### src/rtl/fetch_stage_pkg.sv
// Shared fetch-stage types and widths.
// Imported by the fetch interface, hold buffer and stage.
package mips_pkg;

    localparam int PC_W = 8;
    localparam int INSTR_W = 32;
    localparam logic [INSTR_W-1:0] NOP_WORD = 32'h0000_0000;

    typedef enum logic [1:0] {
        RUN,
        DRAIN,
        HALTED
    } fetch_state_t;

endpackage

### src/rtl/fetch_stage_if.sv
// Fetch-stage bus: control in, memory port, IF/ID out.
// master = fetch stage, slave = pipeline/memory side.
interface fetch_stage_if;
    import mips_pkg::*;

    logic               stall;
    logic               redirect_valid;
    logic [PC_W-1:0]    redirect_target;
    logic               halt_req;
    logic [INSTR_W-1:0] instruct_in;
    logic [PC_W-1:0]    pc;
    logic [INSTR_W-1:0] ifid_instr;
    logic [PC_W-1:0]    ifid_pc_plus4;
    logic               ifid_valid;
    logic               halted;

    modport master (
        input  stall, redirect_valid, redirect_target,
        input  halt_req, instruct_in,
        output pc, ifid_instr, ifid_pc_plus4,
        output ifid_valid, halted
    );

    modport slave (
        output stall, redirect_valid, redirect_target,
        output halt_req, instruct_in,
        input  pc, ifid_instr, ifid_pc_plus4,
        input  ifid_valid, halted
    );

endinterface

### src/rtl/fetch_hold_buf.sv
// One-entry hold buffer that parks the in-flight word
// during a stall and bypasses the live word otherwise.
module fetch_hold_buf
    import mips_pkg::*;
(
    input  logic               clk,
    input  logic               rst,
    input  logic               load,
    input  logic               clear,
    input  logic               in_valid,
    input  logic [INSTR_W-1:0] in_instr,
    input  logic [PC_W-1:0]    in_pc,
    output logic               hold_valid,
    output logic               avail_valid,
    output logic [INSTR_W-1:0] avail_instr,
    output logic [PC_W-1:0]    avail_pc
);

    logic [INSTR_W-1:0] hold_instr;
    logic [PC_W-1:0]    hold_pc;

    // Capture only the first in-flight word of a stall.
    always_ff @(posedge clk or negedge rst) begin
        if (!rst) begin
            hold_valid <= 1'b0;
            hold_instr <= '0;
            hold_pc    <= '0;
        end else if (clear) begin
            hold_valid <= 1'b0;
        end else if (load && in_valid && !hold_valid) begin
            hold_valid <= 1'b1;
            hold_instr <= in_instr;
            hold_pc    <= in_pc;
        end
    end

    // Held word takes precedence over the live memory word.
    always_comb begin
        avail_valid = hold_valid | in_valid;
        avail_instr = hold_valid ? hold_instr : in_instr;
        avail_pc    = hold_valid ? hold_pc : in_pc;
    end

endmodule

### src/rtl/fetch_stage.sv
// Instruction fetch: PC, in-flight slot, IF/ID register,
// stall realignment, redirect flush and halt drain.
module fetch_stage
    import mips_pkg::*;
#(
    parameter logic [PC_W-1:0] RESET_PC = '0
) (
    input  logic          clk,
    input  logic          rst,
    fetch_stage_if.master bus
);

    fetch_state_t       state, state_n;
    logic [PC_W-1:0]    pc_q, pc_n;
    logic               if_valid, if_valid_n;
    logic [PC_W-1:0]    if_pc, if_pc_n;
    logic [INSTR_W-1:0] ifid_instr_q, ifid_instr_n;
    logic [PC_W-1:0]    ifid_pc4_q, ifid_pc4_n;
    logic               ifid_valid_q, ifid_valid_n;
    logic               hold_load, hold_clear, hold_valid;
    logic               avail_valid;
    logic [INSTR_W-1:0] avail_instr;
    logic [PC_W-1:0]    avail_pc;

    fetch_hold_buf u_hold (
        .clk         (clk),
        .rst         (rst),
        .load        (hold_load),
        .clear       (hold_clear),
        .in_valid    (if_valid),
        .in_instr    (bus.instruct_in),
        .in_pc       (if_pc),
        .hold_valid  (hold_valid),
        .avail_valid (avail_valid),
        .avail_instr (avail_instr),
        .avail_pc    (avail_pc)
    );

    // Next-state: redirect beats stall beats a normal edge.
    always_comb begin
        state_n      = state;
        pc_n         = pc_q;
        if_valid_n   = if_valid;
        if_pc_n      = if_pc;
        ifid_instr_n = ifid_instr_q;
        ifid_pc4_n   = ifid_pc4_q;
        ifid_valid_n = ifid_valid_q;
        hold_load    = 1'b0;
        hold_clear   = 1'b0;
        if (bus.redirect_valid) begin
            pc_n         = {bus.redirect_target[PC_W-1:2], 2'b00};
            if_valid_n   = 1'b0;
            hold_clear   = 1'b1;
            ifid_valid_n = 1'b0;
            ifid_instr_n = NOP_WORD;
            state_n      = RUN;
        end else if (state == HALTED) begin
            ifid_valid_n = 1'b0;
            ifid_instr_n = NOP_WORD;
        end else if (bus.stall) begin
            hold_load = 1'b1;
            if (state == RUN) begin
                // Memory re-reads pc, so the word is refetched.
                if_pc_n    = pc_q;
                if_valid_n = 1'b1;
            end else if (if_valid && !hold_valid) begin
                if_valid_n = 1'b0;
            end
        end else begin
            hold_clear   = 1'b1;
            ifid_valid_n = avail_valid;
            ifid_instr_n = avail_valid ? avail_instr : NOP_WORD;
            if (avail_valid)
                ifid_pc4_n = avail_pc + PC_W'(4);
            if (state == RUN) begin
                if (bus.halt_req) begin
                    state_n = DRAIN;
                    if (!hold_valid)
                        if_valid_n = 1'b0;
                end else begin
                    if_pc_n    = pc_q;
                    if_valid_n = 1'b1;
                    pc_n       = pc_q + PC_W'(4);
                end
            end else begin
                if (!hold_valid)
                    if_valid_n = 1'b0;
                if (!avail_valid)
                    state_n = HALTED;
            end
        end
    end

    // FSM state register.
    always_ff @(posedge clk or negedge rst) begin
        if (!rst)
            state <= RUN;
        else
            state <= state_n;
    end

    // PC, in-flight slot and IF/ID register.
    always_ff @(posedge clk or negedge rst) begin
        if (!rst) begin
            pc_q         <= RESET_PC;
            if_valid     <= 1'b0;
            if_pc        <= RESET_PC;
            ifid_instr_q <= NOP_WORD;
            ifid_pc4_q   <= '0;
            ifid_valid_q <= 1'b0;
        end else begin
            pc_q         <= pc_n;
            if_valid     <= if_valid_n;
            if_pc        <= if_pc_n;
            ifid_instr_q <= ifid_instr_n;
            ifid_pc4_q   <= ifid_pc4_n;
            ifid_valid_q <= ifid_valid_n;
        end
    end

    assign bus.pc            = pc_q;
    assign bus.ifid_instr    = ifid_instr_q;
    assign bus.ifid_pc_plus4 = ifid_pc4_q;
    assign bus.ifid_valid    = ifid_valid_q;
    assign bus.halted        = (state == HALTED);

endmodule

### src/flat_wrapper.sv
// flat-port wrapper written by rule: the top's interface ports become plain ports
module fetch_stage_flat import mips_pkg::*;
#(
    parameter logic [PC_W-1:0] RESET_PC = '0
)
  (clk, rst, bus_stall, bus_redirect_valid, bus_redirect_target, bus_halt_req, bus_instruct_in, bus_pc, bus_ifid_instr, bus_ifid_pc_plus4, bus_ifid_valid, bus_halted);
  fetch_stage_if bus_i ();
  input  logic clk;
  input  logic rst;
  input wire logic [$bits(bus_i.stall)-1:0] bus_stall;
  input wire logic [$bits(bus_i.redirect_valid)-1:0] bus_redirect_valid;
  input wire logic [$bits(bus_i.redirect_target)-1:0] bus_redirect_target;
  input wire logic [$bits(bus_i.halt_req)-1:0] bus_halt_req;
  input wire logic [$bits(bus_i.instruct_in)-1:0] bus_instruct_in;
  output wire logic [$bits(bus_i.pc)-1:0] bus_pc;
  output wire logic [$bits(bus_i.ifid_instr)-1:0] bus_ifid_instr;
  output wire logic [$bits(bus_i.ifid_pc_plus4)-1:0] bus_ifid_pc_plus4;
  output wire logic [$bits(bus_i.ifid_valid)-1:0] bus_ifid_valid;
  output wire logic [$bits(bus_i.halted)-1:0] bus_halted;
  assign bus_i.stall = bus_stall;
  assign bus_i.redirect_valid = bus_redirect_valid;
  assign bus_i.redirect_target = bus_redirect_target;
  assign bus_i.halt_req = bus_halt_req;
  assign bus_i.instruct_in = bus_instruct_in;
  assign bus_pc = bus_i.pc;
  assign bus_ifid_instr = bus_i.ifid_instr;
  assign bus_ifid_pc_plus4 = bus_i.ifid_pc_plus4;
  assign bus_ifid_valid = bus_i.ifid_valid;
  assign bus_halted = bus_i.halted;
  fetch_stage #(.RESET_PC(RESET_PC)) u_core (.clk(clk), .rst(rst), .bus(bus_i));
endmodule
### config.mk
export PLATFORM = sky130hd
export DESIGN_NAME = fetch_stage_flat
export DESIGN_NICKNAME = d
export VERILOG_FILES = /design/src/rtl/fetch_stage_pkg.sv /design/src/rtl/fetch_stage_if.sv /design/src/rtl/fetch_hold_buf.sv /design/src/rtl/fetch_stage.sv /design/src/flat_wrapper.sv
export SDC_FILE = /design/constraint.sdc
export NUM_CORES = 1
export LEC_CHECK = 0
export BUFFER_PORTS_ARGS = -buffer_cell sky130_fd_sc_hd__buf_2
export CAP_MARGIN = 20
export CORE_UTILIZATION = 30
export CTS_CLUSTER_SIZE = 8
export DETAILED_ROUTE_END_ITERATION = 10
export GPL_TIMING_DRIVEN = 0
export HOLD_SLACK_MARGIN = 0.02
export PLACE_DENSITY = 0.52
export SYNTH_ARGS = -nofsm -noshare
export SYNTH_HDL_FRONTEND = slang
export SYNTH_SLANG_ARGS = --single-unit
### constraint.sdc
create_clock -name clk -period 2.5 [get_ports clk]
set_input_delay 0.75 -clock clk [delete_from_list [all_inputs] [get_ports clk]]
set_output_delay 0.75 -clock clk [all_outputs]
set_load 0.02 [all_outputs]
==> impl_summary.txt <==
----------------------------------------------------
[Yosys]
  Gate Count Post-Synth ... 338
  Ys Warns ... 0
  Number of register bits inferred by synthesis ... 93
  Area share of the largest cell type after synthesis ... 56.67%
  Largest cells by area after synthesis ... dfrtp_1, mux2_2, mux2_4
  Number of unique standard cell types used by synthesis ... 31
  Cell type with the largest total area after synthesis ... dfrtp_1
  Proportion of synthesized chip area in sequential cells ... 56.67%
  Netlist area before placement ... 4106 um^2
  Avg Inst Size Synth ... 12.15 um^2

[GRT]
  Wire length of the first global-routing pass ... 15700 um
  Antenna violations before repair ... 0
  Total congestion overflow ... 0
  Via count of the first global-routing pass ... 3001
  Largest net degree at the start of global routing ... 50
  Total Routing Usage GR ... 14.44%

[Drt]
  Metal-1 WL ... 4206 um
  Number of iterations in the first detailed-routing pass ... 4
  Routed wire length on met2 ... around 4600 um
  Avg Vias per Cell ... between 4 and 5
  Routed met3 length ... between 400 and 500 um
  Initial drt markers ... 154
  Highest metal layer with signal wires ... met4
  Average wire per standard cell ... ~15 um
  Total vias in the final route ... 2903
  Detailed-route wire length ... about 9400 um
  Antenna-violating nets left ... 0
  Post-route DRC violation count ... 0

[STA]
  Worst setup skew after layout ... ~0.0071 ns
  Final WS setup ... 0.2438 ns
  Slew margin rel. ... 58.94%
  Setup repair after global routing missed its margin ... no
  Final critical-path share of the clock period ... 90.25%
  Tmin final ... ~2.3 ns
  FMAX ... 443.2 MHz
  Transition time at the pin with the least slew margin ... slightly above 0.6 ns
  Total count of hold-check failures in the final report ... 0
  Max Transition Viols Final ... 0
  Worst hold-check slack ... 0.4045 ns
  Setup-failing EPs final ... 0

[Placed design]
  Post-place instance area ... 4803 um^2
  HPWL after detailed placement ... 6518 um
  Worst slack at placement ... 0.07308 ns
  Number of buffer cells added on primary ports ... between 80 and 90
  RD Place Congestion ... 0.7656

[Worst hold path]
  Path type of the worst min-delay path ... in2async

[Setup path]
  Master of the slowest instance on the critical path ... dfrtp_1
  Biggest cell delay along the critical path ... 0.41 ns
  Category of the worst setup path launch point ... flip-flop
  Arrival time of data at the critical path endpoint ... 2.49 ns
  Worst Path Max Fanout ... 10
  Worst endpoint required time ... 2.74 ns
  Critical path start-end classification ... reg2reg
  Cell Chain, Critical Path ... buf_2 -> buf_2 -> mux2_2 -> ha_1 -> nand4b_1 -> nand2_1 -> xnor2_1 -> mux2_2
  Nature of the critical path endpoint ... flip-flop

[Clock tree]
  # hold bufs at CTS ... 0
  Buffers inserted by post-CTS timing repair ... 0
  Clock tree from TritonCTS ... yes
  Root Buffer ... clkbuf_16
  Worst-path clk slew ... 0.07 ns
  Clock insertion delay at the later pin of the skew report ... 0.35 ns
  Number of instances resized during post-cts repair ... 0
  Maximum clock insertion buffer count ... 2
  CTS H-tree depth ... 3
  TritonCTS buffer count ... 9
  Clock sink count ... 93

[Power]
  Cell Pwr Density ... 872.9 nW/um^2
  Part of the total power dissipated in the clock network ... around a third
  Combinational power share ... 19.6%
  Leakage power ... 0.002447 uW
  Overall power consumption ... ~4500 uW
  Peak supply drop ... 334.0 uV
  Fraction of power spent switching nets ... 27.13%
  Power Internal ... around 3300 uW
  Psw ... 1220 uW
  Sequential Power Share ... 45.1%

[Floorplan]
  Area of the die ... 14160 um^2
  Placeable core region ... 13300 um^2
  Row Count ... 42
  Chip height ... 119.0 um
  Initial Util ... between 30% and 40%
  Top-level port count ... 95
  Die width ... 119.0 um

[Job]
  Max-capacitance violation count ... 0

[Layout]
  Footprint of the multi-input gates ... 1643 um^2
  Post-route cell area ... 5151 um^2
  Most frequent cells in the layout ... dfrtp_1, buf_2, nand2_1
  Sequential cell area in the final layout ... ~2300 um^2
  Fin nets ... 487
  Area delta synth->final ... 25.44%
  Number of fillers in the final layout ... 1322
  Ratio of cells with drive above 1 in the final layout ... 38.20%
  Most common library cell in the layout ignoring fill and taps ... dfrtp_1
  Count of antenna diodes in the layout ... 0

[Outcome]
  Status ... completed

----------------------------------------------------
## final timing paths
path | start | end | slack [ns] | cells past startpoint
min | rst | u_core.bus.ifid_instr[6] | 0.40 | 1
max reg2reg | u_core.u_hold.hold_valid | u_core.bus.ifid_pc_plus4[6] | 0.24 | 8
max | u_core.u_hold.hold_valid | u_core.bus.ifid_pc_plus4[6] | 0.24 | 8
min reg2reg | u_core.bus.ifid_instr[12] | u_core.bus.ifid_instr[12] | 0.47 | 2
min in group clk | u_core.bus.ifid_instr[12] | u_core.bus.ifid_instr[12] | 0.47 | 2
max in group asynchronous | rst | u_core.u_hold.hold_instr[26] | 1.43 | 2
## cells by family after synthesis
logic type	synth area share, %
AND/OR/NAND/NOR	7.983
other	0.09132
buffers and inverters	3.595
flip-flops	56.67
adder cells (fa/ha/maj)	0.6093
multiplexers	17.79
AO/OA/AOI/OAI	11.55
XOR/XNOR	1.706
## final cells by class
class                   count  share of cell area [%]
clock inverters             7                   2.380
flip-flops and latches     93                   45.18
multi-input cells         219                   31.89
plain buffers              26                   2.648
clock buffers               9                   4.372
well taps                 176                   4.275
inverters                   3                  0.2186
repair buffers             88                   9.036
## cells in the mapped netlist
library cell and number:
dfrtp_1 93, nand2_1 45, o21ai_0 37, a22oi_1 33, mux2_2 32, mux2_4 20
clkbuf_1 12, mux2i_1 7, xnor2_1 6, a21oi_1 5, buf_4 5, nor2_1 5
buf_2 4, nand4_1 4, buf_1 3, inv_1 3, nor2b_1 3, nor3_1 3
buf_6 2, ha_1 2, nand3b_1 2, nand4b_1 2, xor2_1 2, conb_1 1
nand2b_1 1, nand3_1 1, nor3b_4 1, nor4_2 1, o21ai_1 1, o21bai_2 1
or3_1 1
## critical path: cells and delay by family, from the launching register on
family        cells  cell delay (ns)
mux               2             0.65
buf+inv           2             0.57
flops             1             0.41
fa+ha+maj         1             0.23
simple gates      2             0.17
xor+xnor          1             0.12
## per-layer routing
| metal | GRT usage (%) | up-vias |
|---|---|---|
| li1 | - | 1398 |
| met4 | 5.380 | 0 |
| met2 | 23.62 | 71 |
| met5 | 0 | - |
| met3 | 4.310 | 12 |
| met1 | 17.88 | 1422 |
## metrics by stage
stage               setup TNS [ns]  util [%]  std cells
floorplan                        0         -        341
global placement            -25.55     35.90        604
detailed placement               0     36.13        605
CTS                              0     38.74        621
global route                     0     38.74        621
finish                           0     38.74        621
## power groups by stage
stage	sequential (uW)	combinational (uW)	clock, uW
detailed placement	2060	900	0
finish	2030	883	1580
CTS	2030	903	1650
floorplan	2110	533	0
global placement	2040	879	0
global route	2070	967	1700
## state kept, by name (all words and copies together) (netlist names), 2 cells and up
signal / flops
u_core.u_hold.hold_pc: 6
u_core.bus.pc: 6
u_core.if_pc: 6
u_core.u_hold.hold_instr: 32
u_core.bus.ifid_instr: 32
u_core.bus.ifid_pc_plus4: 6
u_core.state: 2
Note: power is estimated with default switching activity, not from simulation.
